**src/rtl/proc_pkg.sv**
```systemverilog
// Shared opcode and state definitions for the 8-bit processor control path.
package proc_pkg;

    localparam logic [3:0] OP_NOP   = 4'd0;
    localparam logic [3:0] OP_ADD   = 4'd1;
    localparam logic [3:0] OP_SUB   = 4'd2;
    localparam logic [3:0] OP_AND   = 4'd3;
    localparam logic [3:0] OP_OR    = 4'd4;
    localparam logic [3:0] OP_XOR   = 4'd5;
    localparam logic [3:0] OP_LOAD  = 4'd8;
    localparam logic [3:0] OP_STORE = 4'd9;
    localparam logic [3:0] OP_HALT  = 4'd15;

    typedef enum logic [2:0] {
        IDLE   = 3'd0,
        FETCH  = 3'd1,
        DECODE = 3'd2,
        EXEC   = 3'd3,
        MEM    = 3'd4,
        WB     = 3'd5,
        HALT   = 3'd6
    } seq_state_t;

endpackage

```
**src/rtl/seq_timer.sv**
```systemverilog
// Loadable down-counter with zero flag; bounds the wait for dm_ready in MEM.
module seq_timer #(
    parameter int W = 3
) (
    input  logic         clk,
    input  logic         reset,
    input  logic         load,
    input  logic         dec,
    input  logic [W-1:0] load_val,
    output logic         zero
);

    logic [W-1:0] cnt;

    always_ff @(posedge clk or negedge reset) begin
        if (!reset) begin
            cnt <= '0;
        end else if (load) begin
            cnt <= load_val;
        end else if (dec && cnt != '0) begin
            cnt <= cnt - W'(1);
        end
    end

    assign zero = (cnt == '0);

endmodule

```
**src/rtl/control_sequencer.sv**
```systemverilog
// Multi-cycle FETCH/DECODE/EXEC/MEM/WB sequencer with memory timeout
// and a saturating retired-instruction counter.
module control_sequencer
    import proc_pkg::*;
#(
    parameter int OPCODE_W    = 4,
    parameter int RETIRE_W    = 16,
    parameter int MEM_TIMEOUT = 8
) (
    input  logic                clk,
    input  logic                reset,
    input  logic                run,
    input  logic [OPCODE_W-1:0] opcode,
    input  logic                dm_ready,
    output logic                pc_en,
    output logic                ir_load,
    output logic                alu_en,
    output logic                dm_read,
    output logic                dm_write,
    output logic                rf_write,
    output logic                wb_sel,
    output logic [2:0]          state,
    output logic                halted,
    output logic                err_illegal,
    output logic                err_timeout,
    output logic [RETIRE_W-1:0] retired
);

    localparam int TMR_W =
        (MEM_TIMEOUT > 1) ? $clog2(MEM_TIMEOUT) : 1;

    seq_state_t          state_q;
    seq_state_t          nxt;
    logic [OPCODE_W-1:0] op_q;
    logic                dec_alu;
    logic                dec_mem;
    logic                dec_nop;
    logic                dec_halt;
    logic                q_load;
    logic                q_store;
    logic                go_fetch;
    logic                ill;
    logic                tmo;
    logic                retire_ev;
    logic                t_load;
    logic                t_dec;
    logic                t_zero;

    assign dec_alu  = opcode inside {
        OPCODE_W'(OP_ADD), OPCODE_W'(OP_SUB),
        OPCODE_W'(OP_AND), OPCODE_W'(OP_OR),
        OPCODE_W'(OP_XOR)};
    assign dec_mem  = opcode inside {
        OPCODE_W'(OP_LOAD), OPCODE_W'(OP_STORE)};
    assign dec_nop  = (opcode == OPCODE_W'(OP_NOP));
    assign dec_halt = (opcode == OPCODE_W'(OP_HALT));
    assign q_load   = (op_q == OPCODE_W'(OP_LOAD));
    assign q_store  = (op_q == OPCODE_W'(OP_STORE));

    seq_timer #(.W(TMR_W)) u_timer (
        .clk      (clk),
        .reset    (reset),
        .load     (t_load),
        .dec      (t_dec),
        .load_val (TMR_W'(MEM_TIMEOUT - 1)),
        .zero     (t_zero)
    );

    always_comb begin
        nxt       = state_q;
        go_fetch  = 1'b0;
        ill       = 1'b0;
        tmo       = 1'b0;
        retire_ev = 1'b0;
        t_load    = 1'b0;
        t_dec     = 1'b0;
        unique case (state_q)
            IDLE:   if (run) nxt = FETCH;
            FETCH:  nxt = DECODE;
            DECODE: begin
                unique case (1'b1)
                    dec_alu:  nxt = EXEC;
                    dec_mem: begin
                        nxt    = MEM;
                        t_load = 1'b1;
                    end
                    dec_nop: begin
                        go_fetch  = 1'b1;
                        retire_ev = 1'b1;
                    end
                    dec_halt: nxt = HALT;
                    default: begin
                        go_fetch = 1'b1;
                        ill      = 1'b1;
                    end
                endcase
            end
            EXEC:   nxt = WB;
            MEM: begin
                if (dm_ready) begin
                    if (q_load) begin
                        nxt = WB;
                    end else begin
                        go_fetch  = 1'b1;
                        retire_ev = 1'b1;
                    end
                end else if (t_zero) begin
                    go_fetch = 1'b1;
                    tmo      = 1'b1;
                end else begin
                    t_dec = 1'b1;
                end
            end
            WB: begin
                go_fetch  = 1'b1;
                retire_ev = 1'b1;
            end
            HALT:   nxt = HALT;
            default: nxt = IDLE;
        endcase
        // run is re-sampled on every FETCH entry
        if (go_fetch) nxt = run ? FETCH : IDLE;
    end

    always_ff @(posedge clk or negedge reset) begin
        if (!reset) begin
            state_q     <= IDLE;
            op_q        <= '0;
            err_illegal <= 1'b0;
            err_timeout <= 1'b0;
            retired     <= '0;
        end else begin
            state_q     <= nxt;
            err_illegal <= ill;
            err_timeout <= tmo;
            if (state_q == DECODE) op_q <= opcode;
            if (retire_ev && retired != '1) begin
                retired <= retired + RETIRE_W'(1);
            end
        end
    end

    assign state    = state_q;
    assign pc_en    = (state_q == FETCH);
    assign ir_load  = (state_q == FETCH);
    assign alu_en   = (state_q == EXEC);
    assign dm_read  = (state_q == MEM) && q_load;
    assign dm_write = (state_q == MEM) && q_store;
    assign rf_write = (state_q == WB);
    assign wb_sel   = (state_q == WB) && q_load;
    assign halted   = (state_q == HALT);

endmodule

```
**config.mk**
```make
export PLATFORM = sky130hd
export DESIGN_NAME = control_sequencer
export DESIGN_NICKNAME = d
export VERILOG_FILES = /design/src/rtl/proc_pkg.sv /design/src/rtl/seq_timer.sv /design/src/rtl/control_sequencer.sv
export SDC_FILE = /design/constraint.sdc
export NUM_CORES = 1
export LEC_CHECK = 0
export ABC_AREA = 1
export CAP_MARGIN = 10
export CORE_ASPECT_RATIO = 1.75
export CORE_MARGIN = 3
export CORE_UTILIZATION = 45
export CTS_CLUSTER_SIZE = 30
export DETAILED_ROUTE_END_ITERATION = 8
export GPL_TIMING_DRIVEN = 0
export MAX_ROUTING_LAYER = met4
export PLACE_DENSITY = 0.73
export SLEW_MARGIN = 20
export SYNTH_ARGS = -nofsm -noshare
export SYNTH_HDL_FRONTEND = slang
export SYNTH_HIERARCHICAL = 1
export SYNTH_SLANG_ARGS = --single-unit
```
**constraint.sdc**
```tcl
create_clock -name clk -period 2 [get_ports clk]
set_input_delay 0.2 -clock clk [delete_from_list [all_inputs] [get_ports clk]]
set_output_delay 0.2 -clock clk [all_outputs]
set_load 0.03 [all_outputs]
```
==> reports/metrics.yaml <==
outcome:
  status: "completed"
setup_path:
  ff2ff_path_depth: 9
  r2r_start: "retired[0]"
  critPathBufInv: 3
  critical_path_class: "flop to primary output"
  worstPathCellList: "inv_1 > nand3_1 > inv_1 > clkdlybuf4s50_1"
  end_kind: "primary output"
  rrSetupSlack_ps: 240
  crit_family: "buffers and inverters"
  cp_data_required_time_ps: 1800
  cp_slowest_cell: "clkdlybuf4s50_1"
  cp_max_fo: 6
  start_kind: "flop"
  arrival_ps: 1710
  crit_top_cell: "inv_1"
  critPathMaxStageDelay_ps: 660
  r2r_end: "retired[6]"
layout:
  final_cell_mix: "nand2_1 (100), nor2_1 (33), inv_1 (30)"
  fin_cells: 351
  area_growth_pct: 27.6
  final_util_pct: 61.1
  diodes: 0
  drive_gt1_share_pct: 8.85
  layout.nets: 317
  layout_commonest_cell: "nand2_1"
  stdcell_area_sq_um: 2280
floorplan:
  io_pins: 37
  die_h_microns: 89.4
  die_x_microns: 53.7
  row_count: 29
  dieArea_sq_um: 4800
  core-area_sq_um: 3740
  start_util_pct: 47.9
drt:
  via_count: 1745
  drc: 0
  top_layer: "met4"
  via_per_inst: 4.97
  ant_nets: 0
  met2_length_microns: 2330
  wl_per_cell_microns: 11.9
  wl_met1_microns: 1600
  first_pass_iters: 4
  wl_met3_microns: 170
  first_iter_violations: 42
  drt_wl_total_microns: 4180
sta:
  slew_headroom_pct: 56.9
  hold_violations: 0
  skew_ps: 7.55
  slew_violations: 0
  hold_ws_ps: 465
  fmax_ghz: 0.525
  finalCritPeriodShare_pct: 95.3
  layout_min_cycle_time_ps: 1910
  worst_pin_slew_ps: 647
  finalSetupViolations: 0
  rsz0062_at_grt: "no"
  setup_ws_ps: 94.9
  setup_tns_ps: 0
clocking:
  clock_latency_ps: 280
  path_clk_slew_ps: 110
  cts_sinks: 28
  cts_max_level: 1
  clock_path_buffers: 2
  clockRootBuffer: "clkbuf_8"
  cts_tree: "built"
  numCtsBuffers: 3
power_and_ir_drop:
  totalPowerFinal_mw: 2.44
  pwr_density_cell_nw_per_um2: 1070
  leakagePower_nw: 1.19
  peakVddDrop_mv: 0.959
global_routing:
  grt_pass1_vias: 1743
  antenna_found_initial: 0
  grt_overflow_total: 0
  grt_max_degree: 29
  track_usage_pct: 20.5
  grt_pass1_wl_microns: 7220
place:
  place_congestion: 0.843
  io_buffer_count: 36
  place_inst: 346
  dp_worst_setup_slack_ps: 166
  dp_hpwl_microns: 3270
  placed_area_sq_um: 2210
flow_run:
  cap_violations: 0
yosys:
  synth_seq_area_share_pct: 39.1
  yosysUniqueCellTypes: 24
  synth_seq_cells: 28
  postSynthCellCount: 262
  syn-cell-area_sq_um: 1790
  synth_warnings: 6
  avgSynthCellArea_sq_um: 6.83
min_path:
  worst_hold_path_type: "input pin to async pin"
-- layout make-up --
class	count	area (sq um)
clock buffers	3	41.3
plain buffers	3	30.0
well taps	46	57.6
flip-flops and latches	28	702
inverters	34	130
multi-input cells	199	937
clock inverters	1	30.0
repair buffers	37	357
fillers	383	1450
-- sequential cells by signal, summed over array words and instances, names as in the netlist --
register and cells:
err_illegal 1, err_timeout 1, op_q 4, retired 16, state 3, u_timer/cnt 3
-- power breakdown --
group / internal, mW / switching (mW)
sequential: 0.700 / 0.141
combinational: 0.437 / 0.702
clock: 0.268 / 0.192
-- timing repair --
| action | 4_1_cts | 5_1_grt |
|---|---|---|
| setup buffers | 0 | 0 |
| gates resized for setup | 7 | 1 |
| hold endpoints to repair | 28 | 0 |
| endpoints found under the setup margin | 7 | 1 |
| hold buffers | 1 | 0 |
-- kinds of logic after synthesis --
| logic type | synth area share [%] |
|---|---|
| buffers and inverters | 8.95 |
| flip-flops | 39.1 |
| other | 0.209 |
| AO/OA/AOI/OAI | 3.21 |
| AND/OR/NAND/NOR | 41.0 |
| adder cells (fa/ha/maj) | 2.10 |
| XOR/XNOR | 5.38 |
-- cells in the mapped netlist --
cell type    n  share of area, %
nor3_1       5               1.4
nor2_1      33               6.9
and2_1       1              0.35
nand3_1     14               3.9
inv_4        1              0.35
ha_1         3               2.1
dfrtp_1     28                39
buf_6        2               1.3
nand3_2      2               1.1
buf_4        1              0.42
xnor2_1      6               2.9
a211oi_1     1              0.42
nand4_2      1              0.70
nand2_2      7               2.4
nand3b_1     2              0.84
nand2_1    100                21
nand4_1      2              0.70
conb_1       1              0.21
xor2_1       5               2.4
nor2_2       3               1.0
nand2_4      1              0.63
inv_1       30               6.3
o21ai_0     10               2.8
inv_2        3              0.63
-- worst max-delay path by stage --
| stage | startpoint | endpoint | slack (ps) | cells past startpoint |
|---|---|---|---|---|
| after global routing | state[2] | alu_en | 20 | 4 |
| after global placement | state[0] | pc_en | 160 | 4 |
| final | state[2] | alu_en | 90 | 4 |
| after detailed placement | state[0] | pc_en | 170 | 4 |
| after floorplan | state[0] | pc_en | 60 | 3 |
| after CTS | state[2] | alu_en | 90 | 4 |
-- per-layer routing --
layer	vias up	global-route usage [%]
li1	883	-
met1	803	19.8
met2	49	38.6
met3	10	2.84
met4	0	8.60
met5	-	-
Power figures use the tool's default switching activity.
